**config.mk**
```make
export PLATFORM = sky130hd
export DESIGN_NAME = bep_frame_deframer
export DESIGN_NICKNAME = d
export VERILOG_FILES = /design/src/rtl/bep_frame_deframer.sv
export SDC_FILE = /design/constraint.sdc
export NUM_CORES = 1
export LEC_CHECK = 0
export ABC_AREA = 1
export BUFFER_PORTS_ARGS = -buffer_cell sky130_fd_sc_hd__buf_2
export CAP_MARGIN = 15
export CORE_UTILIZATION = 50
export CTS_BUF_LIST = sky130_fd_sc_hd__clkbuf_8 sky130_fd_sc_hd__clkbuf_16
export CTS_CLUSTER_SIZE = 30
export DETAILED_ROUTE_END_ITERATION = 7
export PLACE_DENSITY = 0.7
export SLEW_MARGIN = 5
export SYNTH_ARGS = -nofsm -noshare
export SYNTH_HDL_FRONTEND = slang
export SYNTH_SLANG_ARGS = --single-unit
```
**constraint.sdc**
```tcl
create_clock -name clock -period 2.03 [get_ports clock]
set_input_delay 0.406 -clock clock [delete_from_list [all_inputs] [get_ports clock]]
set_output_delay 0.406 -clock clock [all_outputs]
set_load 0.02 [all_outputs]
```
**src/rtl/bep_frame_deframer.sv**
```systemverilog
// BEP frame deframer: assembles decoded bits MSB-first into bytes, parses
// SYNC / LEN / payload / CRC-8 frames and hands payload bytes to a small
// valid/ready FIFO. Reports completion or an error cause per frame.
module bep_frame_deframer #(
   parameter logic [7:0]  SYNC_BYTE  = 8'hA5,
   parameter int unsigned MAX_LEN    = 16,
   parameter int unsigned FIFO_DEPTH = 4,
   parameter int unsigned TIMEOUT    = 64
) (
   input  logic       clock,
   input  logic       reset,
   input  logic       bit_valid,
   input  logic       bit_data,
   input  logic       frame_start,
   output logic [7:0] out_data,
   output logic       out_valid,
   input  logic       out_ready,
   output logic       frame_done,
   output logic       frame_error,
   output logic [2:0] error_code,
   output logic       busy
);

   localparam int unsigned AW = $clog2(FIFO_DEPTH);
   localparam int unsigned TW = $clog2(TIMEOUT + 1);

   localparam logic [AW:0]   DEPTH_C   = (AW + 1)'(FIFO_DEPTH);
   localparam logic [7:0]    MAX_LEN_C = 8'(MAX_LEN);
   localparam logic [TW-1:0] TMO_LAST  = TW'(TIMEOUT - 1);

   localparam logic [2:0] S_IDLE    = 3'd0;
   localparam logic [2:0] S_HUNT    = 3'd1;
   localparam logic [2:0] S_LEN     = 3'd2;
   localparam logic [2:0] S_PAYLOAD = 3'd3;
   localparam logic [2:0] S_CRC     = 3'd4;

   localparam logic [2:0] E_SYNC     = 3'd1;
   localparam logic [2:0] E_LEN      = 3'd2;
   localparam logic [2:0] E_CRC      = 3'd3;
   localparam logic [2:0] E_TIMEOUT  = 3'd4;
   localparam logic [2:0] E_OVERFLOW = 3'd5;
   localparam logic [2:0] E_RESTART  = 3'd6;

   logic [2:0]    state;
   logic [6:0]    shreg;
   logic [2:0]    bit_cnt;
   logic [7:0]    crc;
   logic [7:0]    len;
   logic [7:0]    byte_cnt;
   logic [TW-1:0] tmo_cnt;

   logic [7:0]    mem [FIFO_DEPTH];
   logic [AW-1:0] wr_ptr;
   logic [AW-1:0] rd_ptr;
   logic [AW:0]   count;

   logic       in_frame;
   logic [7:0] byte_val;
   logic       byte_done;
   logic [7:0] crc_next;
   logic       full;
   logic       pop;
   logic       push;
   logic       push_ok;

   // Byte assembly, CRC step and FIFO handshake decode.
   always_comb begin
      in_frame  = (state != S_IDLE);
      byte_val  = {shreg, bit_data};
      // A coincident frame_start discards the bit, so it never completes a byte.
      byte_done = in_frame && bit_valid && !frame_start && (bit_cnt == 3'd7);
      crc_next  = {crc[6:0], 1'b0} ^ ((crc[7] ^ bit_data) ? 8'h07 : 8'h00);
      full      = (count == DEPTH_C);
      pop       = out_valid && out_ready;
      push      = byte_done && (state == S_PAYLOAD);
      push_ok   = push && (!full || pop);
      out_valid = (count != '0);
      out_data  = out_valid ? mem[rd_ptr] : '0;
      busy      = (state == S_LEN) || (state == S_PAYLOAD) || (state == S_CRC);
   end

   // Frame parser: state, shifter, CRC, counters and status pulses.
   always_ff @(posedge clock) begin
      if (reset) begin
         state       <= S_IDLE;
         shreg       <= '0;
         bit_cnt     <= '0;
         crc         <= '0;
         len         <= '0;
         byte_cnt    <= '0;
         tmo_cnt     <= '0;
         frame_done  <= 1'b0;
         frame_error <= 1'b0;
         error_code  <= '0;
      end else begin
         frame_done  <= 1'b0;
         frame_error <= 1'b0;
         if (frame_start) begin
            if (in_frame) begin
               frame_error <= 1'b1;
               error_code  <= E_RESTART;
            end
            state    <= S_HUNT;
            bit_cnt  <= '0;
            crc      <= '0;
            byte_cnt <= '0;
            tmo_cnt  <= '0;
         end else if (in_frame) begin
            if (bit_valid) begin
               shreg   <= byte_val[6:0];
               bit_cnt <= bit_cnt + 1'b1;
               tmo_cnt <= '0;
               if ((state == S_LEN) || (state == S_PAYLOAD))
                  crc <= crc_next;
               if (byte_done) begin
                  case (state)
                     S_HUNT: begin
                        if (byte_val == SYNC_BYTE) begin
                           state <= S_LEN;
                        end else begin
                           frame_error <= 1'b1;
                           error_code  <= E_SYNC;
                           state       <= S_IDLE;
                        end
                     end
                     S_LEN: begin
                        if ((byte_val != 8'd0) && (byte_val <= MAX_LEN_C)) begin
                           len   <= byte_val;
                           state <= S_PAYLOAD;
                        end else begin
                           frame_error <= 1'b1;
                           error_code  <= E_LEN;
                           state       <= S_IDLE;
                        end
                     end
                     S_PAYLOAD: begin
                        if (!push_ok) begin
                           frame_error <= 1'b1;
                           error_code  <= E_OVERFLOW;
                           state       <= S_IDLE;
                        end else begin
                           byte_cnt <= byte_cnt + 8'd1;
                           if ((byte_cnt + 8'd1) == len)
                              state <= S_CRC;
                        end
                     end
                     S_CRC: begin
                        if (byte_val == crc) begin
                           frame_done <= 1'b1;
                        end else begin
                           frame_error <= 1'b1;
                           error_code  <= E_CRC;
                        end
                        state <= S_IDLE;
                     end
                     default: state <= S_IDLE;
                  endcase
               end
            end else if (tmo_cnt == TMO_LAST) begin
               frame_error <= 1'b1;
               error_code  <= E_TIMEOUT;
               state       <= S_IDLE;
            end else begin
               tmo_cnt <= tmo_cnt + 1'b1;
            end
         end
      end
   end

   // Payload storage; contents need no reset because out_data is gated by out_valid.
   always_ff @(posedge clock) begin
      if (push_ok)
         mem[wr_ptr] <= byte_val;
   end

   // FIFO pointers and occupancy; a push into a full FIFO is legal when a pop frees a slot.
   always_ff @(posedge clock) begin
      if (reset) begin
         wr_ptr <= '0;
         rd_ptr <= '0;
         count  <= '0;
      end else begin
         if (push_ok)
            wr_ptr <= wr_ptr + 1'b1;
         if (pop)
            rd_ptr <= rd_ptr + 1'b1;
         case ({push_ok, pop})
            2'b10:   count <= count + 1'b1;
            2'b01:   count <= count - 1'b1;
            default: count <= count;
         endcase
      end
   end

endmodule

```
==> results of run 1 <==
## sequential cells by signal (all words and copies together), names as in the netlist, 7 cells and up, named ones only
signal,cells
byte_cnt,8
crc,8
len,8
mem,32
shreg,7
tmo_cnt,7
## synth_stat cells (2+ instances only)
| cell type | n |
|---|---|
| a21oi_1 | 39 |
| buf_2 | 2 |
| inv_1 | 60 |
| clkinv_1 | 2 |
| xor2_1 | 2 |
| nor2_1 | 96 |
| nand3b_1 | 2 |
| clkbuf_1 | 7 |
| o21ai_0 | 58 |
| dfxtp_1 | 58 |
| nor4_1 | 2 |
| nor3_1 | 6 |
| xnor2_1 | 9 |
| inv_2 | 3 |
| ha_1 | 9 |
| nand3_1 | 28 |
| nand2_1 | 75 |
| buf_6 | 2 |
| nor2_4 | 3 |
| nor2_8 | 2 |
| a31oi_1 | 3 |
| nand4_1 | 3 |
| edfxtp_1 | 32 |
## stage by stage
stage / TNS [ps] / total power (uW) / hold slack [ps] / instance area [sq um] / std cells
floorplan: -84.87 / 2225 / 423.4 / 4193 / 517
global placement: 0 / 2366 / 433.1 / 4541 / 654
detailed placement: -3.342 / 2382 / 444.8 / 4541 / 654
CTS: 0 / 3561 / 265.3 / 4733 / 670
global route: -100.6 / 3709 / 266.1 / 4792 / 672
finish: 0 / 3551 / 271.1 / 4792 / 672
## cell type report
| type | count | area share |
|---|---|---|
| clock inverter | 7 | 0.01436 |
| tap | 105 | 0.02742 |
| inverter | 66 | 0.05326 |
| timing repair buffer | 46 | 0.06345 |
| multi-input combinational | 349 | 0.3715 |
| sequential | 90 | 0.4441 |
| clock buffer | 9 | 0.02585 |
## metal layers
metal  vias up  track usage
met5         -            0
met4         0      0.06795
met3        10      0.04390
met2        59       0.3768
met1      1572       0.2288
li1       1775            -
## worst paths after layout
check / start / endpoint / slack [ps] / cells past startpoint
max: state[1]$_SDFFE_PP0P_ / count[2]$_SDFFE_PP0P_ / 20 / 13
min: reset / frame_error$_SDFF_PP0_ / 270 / 2
max reg2reg: state[1]$_SDFFE_PP0P_ / count[2]$_SDFFE_PP0P_ / 20 / 13
min reg2reg: tmo_cnt[6]$_SDFFE_PP0P_ / tmo_cnt[6]$_SDFFE_PP0P_ / 460 / 2
## timing repair
| action | in CTS | in global routing |
|---|---|---|
| resized for setup | 0 | 17 |
| setup buffers | 0 | 2 |
| setup endpoints to repair | 1 | 11 |
| hold buffers | 0 | 0 |
| pin swaps | 1 | 6 |
## power by group
| group | switching, uW | internal (uW) | leakage [uW] | total [uW] |
|---|---|---|---|---|
| Combinational | 285 | 163 | 0.00117 | 448 |
| Sequential | 29.6 | 1890 | 0.000749 | 1920 |
| Clock | 701 | 484 | 0.000100 | 1180 |
| Total | 1020 | 2540 | 0.00202 | 3550 |
## worst max-delay path: stages, from the launching register on
cell and delay (ps):
dfxtp_2 330, or2_4 260, nor2_4 170, nor2_8 50, nand2_4 70, nor2_4 40, inv_4 60, ha_4 120
inv_4 40, fa_2 360, a21oi_2 130, o21ai_1 80, o21ai_1 130, a21oi_1 60
## logic make-up (layout without fill, tap and decap cells)
kind of cell | Yosys count | in the layout | share of synthesized area
buf+inv | 78 | 128 | 0.07499
simple gates | 223 | 223 | 0.2330
fa+ha+maj | 10 | 10 | 0.03167
compound gates | 105 | 105 | 0.1306
flops | 90 | 90 | 0.5067
xor+xnor | 11 | 11 | 0.02301
==> results.json, run 1 <==
{
  "outcome": "completed",
  "antenna_found_initial": 0,
  "route.detailed.drc": 0,
  "final_common_cell": "nor2_1",
  "layout_common_cells": "93 x nor2_1, 75 x nand2_1, 59 x inv_1",
  "power_per_cell_area_nw_per_um2": 741.1,
  "fin_crit_sh": 0.9879,
  "cts_tree": "built",
  "diodes": 0,
  "worstMarginPinSlew_ps": 615.3,
  "max_slew_margin": 0.5894,
  "drt_iter0_markers": 155,
  "ys_seq_elements": 90,
  "cts_max_path_buffers": 2,
  "cts.sinks": 90,
  "peakVddDrop_v": 0.0003405,
  "dp_hpwl_um": 5931,
  "yosysTopAreaCell": "dfxtp_1",
  "clockRootBuffer": "clkbuf_8",
  "met2_wirelength_um": 4176,
  "multi_input_area_sq_um": 1780,
  "htree_levels": 3,
  "clk_latency_ps": 360,
  "startpoint_type": "flop",
  "grt_usage": 0.2031,
  "cts_made_buffers": 9,
  "required_ps": 2280,
  "area_growth_pct": 14.43,
  "syn_inst": 517,
  "ys_async_sr_fraction": 0,
  "final_layout_size_suffix_gt1_frac": 0.1552,
  "die_w_um": 93.52,
  "fin_skew_ps": 9.674,
  "final_nets": 578,
  "endpoint_kind": "flop",
  "maxSlewViolCount": 0,
  "synth-seq-area-share": 0.5067,
  "hold_class": "input port to flop",
  "die_height_um": 93.52,
  "synth_ff_type": "dfxtp_1",
  "grt.overflow.total": 0,
  "synth_edf_count": 32,
  "dr.pass1.iters": 4,
  "vias_per_cell": 5.083,
  "synth.area.top_cells": "dfxtp_1 28%, edfxtp_1 23%, nor2_1 8.6%",
  "rsz0062_at_grt": "yes",
  "path_max_fanout": 3,
  "min_period_ps": 2005,
  "timing.fmax_mhz": 498.7,
  "top_layer": "met4",
  "synth_top_area_frac": 0.2773,
  "initial_core_util": 0.5122,
  "setup_ws_ps": 24.63,
  "pre_cts_ws_ps": -3.342,
  "dr_total_vias": 3416,
  "setup_viol": 0,
  "ys_warn_count": 0,
  "place_congestion": 0.8733,
  "fillers": 741,
  "fin_util": 0.5862,
  "leakagePower_uw": 0.002018,
  "grt_pass1_vias": 3208,
  "wl_met1_um": 3830,
  "ioPinCount": 21,
  "num_rows": 33,
  "cap_violations": 0,
  "synth_nets": 533,
  "ant_nets": 0,
  "drt-total-wl_um": 8388,
  "dieArea_sq_um": 8745,
  "wl_met3_um": 257,
  "grt_pass1_wl_um": 13810,
  "seqCellArea_sq_um": 2128,
  "critPathKind": "flop to flop",
  "path_clk_slew_ps": 90,
  "synth.avg_cell_area_sq_um": 8.100,
  "syn-cell-area_sq_um": 4188,
  "cp.arrival_ps": 2260,
  "core-area_sq_um": 8175,
  "synth.distinct_cells": 37,
  "wl_per_cell_um": 12.48,
  "grt_max_degree": 24,
  "finalHoldViolations": 0,
  "portBuffers": 20
}
Power figures use the tool's default switching activity.
==> run 2: changes to the inputs <==
Settings changed: ABC_CLOCK_PERIOD_IN_PS set to 2490, PLACE_DENSITY 0.7 to 0.67.
Clock period 2.03 ns to 2.49 ns, I/O delays scaled along.
==> results.json, run 2 (synthesized netlist as in run 1, its figures left out) <==
{
  "outcome": "completed",
  "dr_total_vias": 3352,
  "fin_skew_ps": 10.48,
  "top_layer": "met4",
  "path_clk_slew_ps": 90,
  "power_per_cell_area_nw_per_um2": 622.1,
  "finalHoldViolations": 0,
  "cap_violations": 0,
  "cpPeakStageDelay_ps": 310,
  "rrSetupSlack_ps": 300,
  "ant_nets": 0,
  "htree_levels": 3,
  "die_height_um": 93.52,
  "post-cts-setup-buffers": 0,
  "fin_setup_tns_ps": 0,
  "drt-total-wl_um": 8046,
  "core-area_sq_um": 8175,
  "wl_met3_um": 232,
  "antenna_found_initial": 0,
  "cts.sinks": 90,
  "final_common_cell": "nor2_1",
  "path_cells": "buf_4 > inv_1 > o21ai_0 > a21oi_1 > buf_2",
  "leakagePower_uw": 0.001932,
  "met2_wirelength_um": 3899,
  "place_congestion": 0.8323,
  "fillers": 761,
  "clk_latency_ps": 350,
  "timing.fmax_mhz": 456.0,
  "crit_family": "buffers and inverters",
  "rsz0062_at_grt": "no",
  "peakVddDrop_v": 0.0002993,
  "area_growth_pct": 10.73,
  "min_to": "len[5]$_SDFFE_PP0P_",
  "min_period_ps": 2193,
  "dp.cells": 641,
  "dp_hpwl_um": 5741,
  "vias_per_cell": 5.102,
  "required_ps": 1990,
  "worstMarginPinSlew_ps": 601.3,
  "wl_met1_um": 3797,
  "die_w_um": 93.52,
  "seqCellArea_sq_um": 2122,
  "final_layout_size_suffix_gt1_frac": 0.1069,
  "worstHoldStart": "reset",
  "cp.arrival_ps": 1690,
  "path_max_fanout": 17,
  "dr.pass1.iters": 4,
  "worstHoldPathCells": 2,
  "setup_ws_ps": 297.2,
  "grt_pass1_vias": 3041,
  "wl_per_cell_um": 12.25,
  "grt_max_degree": 24,
  "route.detailed.drc": 0,
  "portBuffers": 20,
  "post_cts_resized": 0,
  "largest_register_ffs": 32,
  "drt_iter0_markers": 133,
  "holdBufCountCts": 0,
  "critPathBufInv": 3,
  "largest-register": "mem",
  "regToRegStartpoint": "state[1]$_SDFFE_PP0P_",
  "grt_usage": 0.2031,
  "clockRootBuffer": "clkbuf_8",
  "fin_hold_ws_ps": 379.7,
  "cts_max_path_buffers": 2,
  "num_rows": 33,
  "initial_core_util": 0.5122,
  "max_slew_margin": 0.5987,
  "diodes": 0,
  "cts_made_buffers": 9,
  "grt.overflow.total": 0,
  "cts_tree": "built",
  "slowest_stage": "dfxtp_1",
  "critPathKind": "flop to output pin",
  "worstRegToRegCells": 13,
  "ioPinCount": 21,
  "maxSlewViolCount": 0,
  "final_nets": 563,
  "multi_input_area_sq_um": 1752,
  "timing.rr.end": "count[2]$_SDFFE_PP0P_",
  "hold_class": "input port to flop",
  "layout_common_cells": "96 x nor2_1, 75 x nand2_1, 60 x inv_1",
  "pre_cts_ws_ps": 193.7,
  "grt_pass1_wl_um": 13770,
  "dieArea_sq_um": 8745,
  "startpoint_type": "flop",
  "fin_crit_sh": 0.8806,
  "endpoint_kind": "output pin",
  "final_cells": 657,
  "setup_viol": 0
}
-- run 2: worst max path at each step --
stage,endpoint,slack [ps],cells after the start
floorplan,count[2]$_SDFFE_PP0P_,270,14
global placement,count[2]$_SDFFE_PP0P_,230,15
detailed placement,count[2]$_SDFFE_PP0P_,190,15
CTS,out_data[7],230,5
global route,out_data[7],90,5
finish,out_data[7],300,5
-- run 2: where the power goes --
| group | switching, uW | total [uW] | internal (uW) |
|---|---|---|---|
| combinational | 219 | 320 | 102 |
| clock | 531 | 1000 | 471 |
| sequential | 23.8 | 1560 | 1540 |
-- run 2: metal layers --
metal  GRT usage  up-vias
met2      0.3542       52
li1            -     1747
met5           0        -
met1      0.2523     1543
met3     0.03008       10
met4     0.07949        0
-- run 2: area by class of cell --
type | instances | area share
clock inverters | 7 | 0.01619
inverters | 66 | 0.05397
clock buffers | 9 | 0.02671
multi-input cells | 349 | 0.3778
well taps | 105 | 0.02833
repair buffers | 31 | 0.03940
flip-flops and latches | 90 | 0.4576
-- run 2: metrics by stage --
step | power [uW] | utilization | instance area (sq um)
after detailed placement | 1920 | 0.5429 | 4438
after global routing | 3016 | 0.5672 | 4637
after CTS | 2910 | 0.5672 | 4637
after global placement | 1913 | 0.5429 | 4438
final | 2885 | 0.5672 | 4637
after floorplan | 1812 | - | 4188
-- run 2: worst reg2reg max path: cells and delay by family (launching register included) --
kind,cells,cell delay (ps)
fa+ha+maj,2,510
compound gates,4,480
simple gates,5,650
buf+inv,2,110
flops,1,340
